$ cat src/rtl/sorted_insert_buf.sv
`default_nettype none
// ============================================================================
// Module      : sorted_insert_buf
// Description : Collects one row of (key, data) entries into a buffer kept in
//               ascending key order. Entries with equal keys are summed. At
//               the end of the row the buffer drains in ascending key order.
// Revision    : 1.0 - initial release
// ============================================================================
module sorted_insert_buf #(
    parameter int data_width_param = 32,
    parameter int idx_width_param  = 4,
    parameter int depth_param      = 8
) (
    input  logic                          clk,
    input  logic                          rst_n,
    input  logic                          in_valid,
    output logic                          in_ready,
    input  logic [idx_width_param-1:0]    in_key,
    input  logic [data_width_param-1:0]   in_data,
    input  logic                          in_last,
    output logic                          out_valid,
    input  logic                          out_ready,
    output logic [idx_width_param-1:0]    out_key,
    output logic [data_width_param-1:0]   out_data,
    output logic                          out_last,
    output logic [$clog2(depth_param):0]  count,
    output logic                          overflow
);

    localparam int              c_cw    = $clog2(depth_param) + 1;
    localparam logic [c_cw-1:0] c_depth = c_cw'(depth_param);
    localparam logic [c_cw-1:0] c_one   = c_cw'(1);

    typedef enum logic [1:0] {
        S_FILL   = 2'd0,
        S_INSERT = 2'd1,
        S_DRAIN  = 2'd2
    } state_t;

    state_t r_state;
    state_t w_state_nxt;

    logic [idx_width_param-1:0]  r_key  [depth_param];
    logic [data_width_param-1:0] r_data [depth_param];
    logic [c_cw-1:0]             r_count;
    logic                        r_overflow;

    logic [idx_width_param-1:0]  r_stage_key;
    logic [data_width_param-1:0] r_stage_data;
    logic                        r_stage_last;

    logic [c_cw-1:0] w_pos;
    logic            w_hit;
    logic            w_full;
    logic [c_cw-1:0] w_count_ins;
    logic            w_accept;
    logic            w_drain_hs;

    // Slots are sorted, so the insertion point is the count of smaller keys.
    always_comb begin
        w_pos = '0;
        w_hit = 1'b0;
        for (int i = 0; i < depth_param; i++) begin
            if (c_cw'(i) < r_count && r_key[i] < r_stage_key) begin
                w_pos = w_pos + c_one;
            end
        end
        for (int i = 0; i < depth_param; i++) begin
            if (c_cw'(i) == w_pos && c_cw'(i) < r_count && r_key[i] == r_stage_key) begin
                w_hit = 1'b1;
            end
        end
    end

    assign w_full      = (r_count == c_depth);
    assign w_count_ins = (w_hit || w_full) ? r_count : r_count + c_one;
    assign w_accept    = (r_state == S_FILL) && in_valid;
    assign w_drain_hs  = (r_state == S_DRAIN) && out_ready;

    always_comb begin
        w_state_nxt = r_state;
        in_ready    = 1'b0;
        out_valid   = 1'b0;
        out_key     = '0;
        out_data    = '0;
        out_last    = 1'b0;
        case (r_state)
            S_FILL: begin
                in_ready = 1'b1;
                if (in_valid) begin
                    w_state_nxt = S_INSERT;
                end
            end
            S_INSERT: begin
                if (r_stage_last && (w_count_ins != '0)) begin
                    w_state_nxt = S_DRAIN;
                end else begin
                    w_state_nxt = S_FILL;
                end
            end
            S_DRAIN: begin
                out_valid = 1'b1;
                out_key   = r_key[0];
                out_data  = r_data[0];
                out_last  = (r_count == c_one);
                if (out_ready && (r_count == c_one)) begin
                    w_state_nxt = S_FILL;
                end
            end
            default: begin
                w_state_nxt = S_FILL;
            end
        endcase
    end

    always_ff @(posedge clk or negedge rst_n) begin
        if (!rst_n) begin
            r_state <= S_FILL;
        end else begin
            r_state <= w_state_nxt;
        end
    end

    always_ff @(posedge clk or negedge rst_n) begin
        if (!rst_n) begin
            r_stage_key  <= '0;
            r_stage_data <= '0;
            r_stage_last <= 1'b0;
        end else if (w_accept) begin
            r_stage_key  <= in_key;
            r_stage_data <= in_data;
            r_stage_last <= in_last;
        end
    end

    always_ff @(posedge clk or negedge rst_n) begin
        if (!rst_n) begin
            r_count    <= '0;
            r_overflow <= 1'b0;
        end else if (r_state == S_INSERT) begin
            r_count <= w_count_ins;
            if (!w_hit && w_full) begin
                r_overflow <= 1'b1;
            end
        end else if (w_drain_hs) begin
            r_count <= r_count - c_one;
            if (r_count == c_one) begin
                r_overflow <= 1'b0;
            end
        end
    end

    always_ff @(posedge clk or negedge rst_n) begin
        if (!rst_n) begin
            for (int i = 0; i < depth_param; i++) begin
                r_key[i]  <= '0;
                r_data[i] <= '0;
            end
        end else if (r_state == S_INSERT) begin
            if (w_hit) begin
                for (int i = 0; i < depth_param; i++) begin
                    if (c_cw'(i) == w_pos) begin
                        r_data[i] <= r_data[i] + r_stage_data;
                    end
                end
            end else if (!w_full) begin
                for (int i = 0; i < depth_param; i++) begin
                    if (c_cw'(i) == w_pos) begin
                        r_key[i]  <= r_stage_key;
                        r_data[i] <= r_stage_data;
                    end
                end
                // Open a hole at pos by moving the larger keys up one slot.
                for (int i = 1; i < depth_param; i++) begin
                    if (c_cw'(i) > w_pos && c_cw'(i) <= r_count) begin
                        r_key[i]  <= r_key[i-1];
                        r_data[i] <= r_data[i-1];
                    end
                end
            end
        end else if (w_drain_hs) begin
            for (int i = 0; i < depth_param - 1; i++) begin
                r_key[i]  <= r_key[i+1];
                r_data[i] <= r_data[i+1];
            end
        end
    end

    assign count    = r_count;
    assign overflow = r_overflow;

endmodule
`default_nettype wire

$ cat config.mk
export PLATFORM = sky130hd
export DESIGN_NAME = sorted_insert_buf
export DESIGN_NICKNAME = d
export VERILOG_FILES = /design/src/rtl/sorted_insert_buf.sv
export SDC_FILE = /design/constraint.sdc
export NUM_CORES = 2
export LEC_CHECK = 0
export ABC_AREA = 1
export BUFFER_PORTS_ARGS = -buffer_cell sky130_fd_sc_hd__buf_4
export CAP_MARGIN = 20
export CORE_UTILIZATION = 30
export CTS_BUF_LIST = sky130_fd_sc_hd__clkbuf_8
export CTS_CLUSTER_SIZE = 28
export DETAILED_ROUTE_END_ITERATION = 16
export GPL_ROUTABILITY_DRIVEN = 1
export GPL_TIMING_DRIVEN = 0
export REMOVE_ABC_BUFFERS = 1
export SYNTH_ARGS = -nofsm -noshare
export SYNTH_HDL_FRONTEND = slang
export SYNTH_SLANG_ARGS = --single-unit
$ cat constraint.sdc
create_clock -name clk -period 8.4 [get_ports clk]
set_input_delay 1.68 -clock clk [delete_from_list [all_inputs] [get_ports clk]]
set_output_delay 1.68 -clock clk [all_outputs]
set_load 0.02 [all_outputs]
======== After elaboration in Yosys (flattened, before gate mapping) ========
Index checks and enable logic that the tools add are counted.
storage, ports and cells
  logic and storage cells ................. 251
  register bits after elaboration ......... 332
  output and inout bits ................... 44
cells by class
  bitwise gates (word level) .............. 2
  $lt $le $gt $ge ......................... 30
  muxes and demuxes ....................... 78
  $add $sub $neg .......................... 17
  reduce and logical (&&, ||, !) cells .... 62
  equality and inequality tests ........... 40
operators with widths
  cell                                                                      number
  32-bit two-way mux                                                        26
  256-bit two-way mux                                                       2
  224-bit two-way mux                                                       2
  32-bit adder                                                              8
  4-bit two-way mux                                                         26
  4-bit AND reduction                                                       15
  28-bit two-way mux                                                        2
  1-bit logical AND                                                         36
  4-bit by 1-bit adder with 4-bit output (second input constant)            8
  4-bit == test                                                             8
  4-bit < comparator                                                        8
  3-bit by 1-bit inequality test with 1-bit output (second input constant)  6
  3-bit by 2-bit inequality test with 1-bit output (second input constant)  6
  3-bit by 4-bit == test with 1-bit output (first input constant)           4
  3-bit by 4-bit > comparator with 1-bit output (first input constant)      4
  3-bit by 4-bit <= comparator with 1-bit output (first input constant)     4
  3-bit by 4-bit < comparator with 1-bit output (first input constant)      4
  1-bit two-way mux                                                         16
  2-bit by 4-bit == test with 1-bit output (first input constant)           2
  2-bit by 4-bit > comparator with 1-bit output (first input constant)      2
  2-bit by 4-bit <= comparator with 1-bit output (first input constant)     2
  1-bit by 4-bit < comparator with 1-bit output (first input constant)      2
  2-bit by 4-bit < comparator with 1-bit output (first input constant)      2
  2-bit by 1-bit inequality test with 1-bit output (second input constant)  4
  other kinds (21)                                                          30

======== Logic depth before layout (Yosys ltp) ========
  depth in word-level cells ............... 34
  gate-level depth with buffers ........... 43

======== Worst setup path after synthesis ========
No wires, ideal clock.
  kind .................................... reg-to-reg
  start point ............................. reg r_stage_key[3]
  end point ............................... reg r_data[34] in the netlist's numbering
  path buffers ............................ 2
  stages on the path, launching flop included .. 39
  setup slack ............................. 2.069 ns
  arrival time ............................ 6.215 ns
  required time ........................... 8.283 ns
  clock period less this slack ............ 6.331 ns
  path through ............................ dfrtp_1 -> clkinv_1 -> ha_1 -> a21oi_1 -> inv_1 -> nor3_1 -> inv_1 -> ha_1 -> inv_1 -> nand3_1 -> nand2_1 -> ha_1 -> nand2_1 -> nand2_1 -> ha_1 -> or2_0 -> and2_1 -> ha_1 -> (+3 left out) -> or2_2 -> nand2_1 -> inv_1 -> ha_1 -> o21ai_2 -> inv_1 -> nand2_1 -> nor2_1 -> nand3b_1 -> nand2_1 -> nor2_4 -> nand2_8 -> nand2_4 -> buf_2 -> clkbuf_1 -> o211ai_1 -> nand2_1 -> nand2_1
on the way
  cells in the longest elaborated chain, start to end .. 30
ends and longest elaborated chain
  item                                                                                             line  RTL
  start: declaration                                                                               48    logic [idx_width_param-1:0] r_stage_key;
  start signal: assignment                                                                         130   r_stage_key <= in_key;
  4-bit < comparator                                                                               64    if (c_cw'(i) < r_count && r_key[i] < r_stage_key) begin
  1-bit logical AND                                                                                64
  1-bit two-way mux                                                                                64
  4-bit by 1-bit adder with 4-bit output                                                           65    w_pos = w_pos + c_one;
  4-bit two-way mux                                                                                64
  4-bit by 1-bit adder with 4-bit output                                                           65
  4-bit two-way mux                                                                                64
  4-bit by 1-bit adder with 4-bit output                                                           65
  (+6 left out)                                                                                    --
  4-bit two-way mux                                                                                64
  4-bit by 1-bit adder with 4-bit output                                                           65
  4-bit two-way mux                                                                                64
  4-bit logical NOT                                                                                69    if (c_cw'(i) == w_pos && c_cw'(i) < r_count && r_key[i] == r_stage_key) begin
  1-bit logical AND (2 in series)                                                                  69
  1-bit two-way mux (8 in series)                                                                  69
  3-bit by 2-bit inequality test with 1-bit output (no source line), or another cell as far along  --
  4-bit AND reduction (no source line) or 224-bit two-way mux (tied branches)                      --
  end signal: indexed assignment                                                                   163   r_data[i] <= r_data[i] + r_stage_data;
  end signal: indexed assignment                                                                   170   r_data[i] <= r_stage_data;
  end signal: indexed assignment                                                                   177   r_data[i] <= r_data[i-1];
  end: declaration                                                                                 44    logic [data_width_param-1:0] r_data [depth_param];
Several ways; a longest one is shown, not always the timed one. The select of a mux whose other input is x is not followed.
A chain may end at the register's enable or synchronous reset.

======== Worst setup path in the final report ========
  start point ............................. reg r_stage_key[2]
  end point ............................... reg r_data[151] in the netlist's numbering
Same word-level chain as after synthesis.

==> flow_summary.rst <==
.. list-table::
   :header-rows: 1

   * - Metric
     - Value
   * - Arrival time reported for the critical path endpoint
     - 8.52 ns
   * - Share of the cycle needed by the critical path after routing
     - 93.90%
   * - Nets
     - between 5k and 6k
   * - Area share of the largest cell type after synthesis
     - between 20% and 30%
   * - Count of warnings emitted by yosys
     - 0
   * - Number of top-level pins
     - between 80 and 90
   * - Most common cell in the synthesized netlist
     - sky130_fd_sc_hd__nand2_1
   * - Maximum level of the CTS H-tree
     - 3
   * - Final-report setup violation count
     - 0
   * - Slowest stage cell on the critical path
     - sky130_fd_sc_hd__nor2_2
   * - Post-DRT Antenna Nets
     - 0
   * - Placed instance area
     - between 0.03 and 0.04 mm2
   * - Crit Path Category
     - reg -> reg
   * - EDFF count, synth
     - 0
   * - Detailed-routing iteration count for the pre-antenna-repair pass
     - 8
   * - Library cells used by synthesis
     - 64
   * - Instance count of the mapped netlist
     - 5,309
   * - Total overflow reported by the global router
     - 0
   * - Clock-pin slew of the registers on the worst-case setup and hold paths
     - 0.06 ns
   * - Root buffer cell
     - sky130_fd_sc_hd__clkbuf_8
   * - Clock latency at the later pin of the worst-skew pair
     - 0.70 ns
   * - Largest area contributor in the synthesized netlist
     - sky130_fd_sc_hd__dfrtp_1
   * - Post-synth top flop
     - sky130_fd_sc_hd__dfrtp_1
   * - Row Count
     - 122
   * - Main combinational cell family by area after synthesis
     - simple AND/OR/NAND/NOR gates
   * - Fraction of final layout cells sized beyond drive strength 1
     - roughly 6.5%
   * - Number of buffer and inverter instances along the worst setup path
     - 6
   * - First element of the critical path
     - r_stage_key[2]$_DFFE_PN0P_
   * - Max stage delay on crit path
     - around 0.54 ns
   * - Async set-or-reset flop fraction in the synthesized netlist
     - 100.0%
   * - Average size of a mapped cell
     - about 6.4 um2
   * - Detailed-route via count
     - ~35k
   * - Startpoint types
     - flip-flop
   * - Critical path's most frequent cell
     - sky130_fd_sc_hd__nand2_1
   * - End of the worst register-to-register path
     - r_data[151]$_DFFE_PN0P_
   * - Multiplexer share of the synthesized area
     - 0.4550%
   * - Required time at the endpoint of the critical path
     - between 9 and 10 ns
   * - Die boundary width
     - roughly 340 um
   * - Setup repair after global routing missed its margin
     - yes
   * - GRT Overall Usage
     - 20.95%
   * - Adder-cell area share of the yosys netlist
     - around 11%
   * - Number of slew-limit violations in the final report
     - 0
   * - Clock tree from TritonCTS
     - done
   * - Startpoint of the worst hold path
     - r_key[8]$_DFFE_PN0P_
   * - First-pass GRT wire length
     - roughly 190 mm
   * - First-iteration detailed-routing DRC count
     - about 2.9k
   * - Share of synthesized cell area in and, or, nand and nor gates
     - 32.02%
   * - Pin count of the biggest net entering global routing
     - around 110
   * - Core region area
     - about 0.11 mm2
   * - Sequential cell area fraction in the yosys report
     - approximately a quarter
   * - I/O Buffers
     - between 80 and 90
   * - Commonest cells in the netlist
     - 2,041 x sky130_fd_sc_hd__nand2_1, 466 x sky130_fd_sc_hd__o21ai_0, 422 x sky130_fd_sc_hd__inv_1
   * - Detailed Place HPWL
     - 86.76 mm
   * - Total Wirelength
     - approximately 120 mm
   * - Overall die height
     - around 340 um
   * - Beginning of the worst register-to-register path
     - r_stage_key[2]$_DFFE_PN0P_
   * - Final Hold Fails
     - 0
   * - Path category of the worst min-delay check
     - reg -> reg
   * - Post-route cell area
     - roughly 0.038 mm2
   * - Run status
     - completed
   * - Ranking of synthesized cells by area
     - sky130_fd_sc_hd__dfrtp_1 25%, sky130_fd_sc_hd__nand2_1 23%, sky130_fd_sc_hd__ha_1 11%, sky130_fd_sc_hd__o21ai_0 6.9%, sky130_fd_sc_hd__inv_1 4.7%
   * - Maxcap violations
     - 0
   * - Number of buffers created by CTS
     - between 70 and 80
   * - Cell area after synthesis
     - between 0.03 and 0.04 mm2
   * - Clock skew after layout
     - approximately 0.054 ns
   * - Worst-Margin Slew
     - between 1 and 1.5 ns
   * - Routed wire per std cell
     - ~18 um
   * - Highest achievable clock rate
     - 126.8 MHz
   * - Share of the synthesized netlist area taken by xor and xnor gates
     - approximately 5.7%
   * - Mean number of vias per cell
     - a little over 5
   * - Slack of the worst reg-to-reg path
     - 0.51 ns
   * - Remaining DRCs
     - 0
   * - Gpl congestion
     - approximately 0.93
   * - Sink Count
     - between 300 and 400
   * - Register bit count reported by yosys
     - roughly 330
   * - Clock period minus final worst setup slack
     - 7.887 ns
   * - Sink of the worst hold path
     - r_key[8]$_DFFE_PN0P_
   * - Max clock buf depth
     - 3
   * - Worst hold path depth
     - 2
   * - Cell count after placement
     - 6,693
   * - Final std cells w/o fill
     - just under 7k
   * - Layout Area Growth over Synthesis
     - 11.87%
   * - Antenna violations before repair
     - 4
   * - Top Family by Delay on Critical Path
     - simple AND/OR/NAND/NOR gates
   * - Synth Area in Compound Gates
     - approximately 18%
   * - R2r worst-path depth
     - 40
   * - Area of the die
     - 0.1141 mm2
   * - Via count of the first global-routing pass
     - 33.20k
   * - Critical path fanouts, max
     - 82
   * - Critical Path Sink Type
     - flip-flop
   * - Starting Density
     - 30.39%
   * - Worst rel slew slack
     - between 20% and 30%
-- kinds of logic (layout without fill, tap and decap cells) --
family	Yosys count	count (layout)
multiplexers	14	14
AO/OA/AOI/OAI	1099	1099
adder cells (fa/ha/maj)	300	300
flip-flops	332	332
other	0	2
AND/OR/NAND/NOR	2694	2705
buffers and inverters	652	685
XOR/XNOR	218	218
-- state kept, by name, summed over array words and instances (netlist names) --
signal,cells
r_data,256
r_key,32
r_stage_data,32
count,4
r_stage_key,4
r_state,2
overflow,1
r_stage_last,1
-- tightest hold or removal path, stage by stage (launching register included) --
cell,delay (ns)
sky130_fd_sc_hd__dfrtp_1,0.34
sky130_fd_sc_hd__nand2_1,0.05
sky130_fd_sc_hd__nand2_1,0.05
-- per-layer routing --
layer  routed length (um)  vias to the layer above  global-route usage [%]
met3                 7046                      191                   2.363
met1                54900                    16020                   28.02
met2                55970                     1050                   34.85
met5                    8                        -                       0
met4                 3836                        2                   7.009
li1                     -                    17520                       -
-- per-stage QoR --
stage	util [%]	TNS (ns)	setup slack [ns]	hold WS, ns
floorplan	-	-92.54	-1.098	0.4489
global placement	31.77	-2680.95	-11.79	0.4656
detailed placement	32.37	-252.74	-1.540	0.4651
CTS	33.84	0	0.08770	0.4796
global route	34.00	-0.02390	-0.01351	0.5169
finish	34.00	0	0.5125	0.4767
-- cell usage in the layout, fill, tap and decap left out, types with 26 or more instances in the layout --
cell type / netlist / layout
sky130_fd_sc_hd__nand2_1: 2041 / 2036
sky130_fd_sc_hd__o21ai_0: 466 / 466
sky130_fd_sc_hd__inv_1: 422 / 437
sky130_fd_sc_hd__dfrtp_1: 332 / 332
sky130_fd_sc_hd__a21oi_1: 299 / 299
sky130_fd_sc_hd__ha_1: 292 / 292
sky130_fd_sc_hd__nor2_1: 280 / 278
sky130_fd_sc_hd__nand3_1: 241 / 238
sky130_fd_sc_hd__xor2_1: 136 / 136
sky130_fd_sc_hd__clkbuf_8: 0 / 93
sky130_fd_sc_hd__o211ai_1: 91 / 91
sky130_fd_sc_hd__buf_4: 11 / 91
sky130_fd_sc_hd__xnor2_1: 80 / 80
sky130_fd_sc_hd__o21ai_1: 60 / 59
sky130_fd_sc_hd__or2_2: 31 / 31
sky130_fd_sc_hd__a31oi_1: 31 / 31
sky130_fd_sc_hd__o22ai_1: 30 / 30
sky130_fd_sc_hd__nand4_1: 29 / 29
sky130_fd_sc_hd__nor3_1: 26 / 26
-- area by class of cell --
type                            count  area [um2]
Timing Repair Buffer              121        1381
Antenna cell                        2       5.005
Multi-Input combinational cell   4336       23120
Sequential cell                   332        8308
Tap cell                         1488        1862
Fill cell                       12126       73440
Inverter                          438        1679
Clock inverter                     33       202.7
Clock buffer                       93        1280
-- what timing repair did --
item / in CTS / in global routing
resized for setup: 14 / 15
hold buffers: 0 / 0
hold endpoints to repair: 0 / 0
endpoints found under the setup margin: 260 / 215
pin swaps: 7 / 4
cloned: 9 / 2
setup buffers: 3 / 6
-- how the worst max path moves through the flow --
| stage | to | slack, ns | cells past startpoint |
|---|---|---|---|
| final | r_data[151]$_DFFE_PN0P_ | 0.51 | 40 |
| after global routing | r_data[54]$_DFFE_PN0P_ | -0.01 | 39 |
| after CTS | r_key[1]$_DFFE_PN0P_ | 0.09 | 39 |
| after detailed placement | r_data[58]$_DFFE_PN0P_ | -1.54 | 40 |
| after global placement | r_data[223]$_DFFE_PN0P_ | -11.79 | 9 |
| after floorplan | r_data[205]$_DFFE_PN0P_ | -1.10 | 9 |
Power is not shown: default switching activity piles up to over one toggle a cycle in this logic, so the estimate is an artifact.
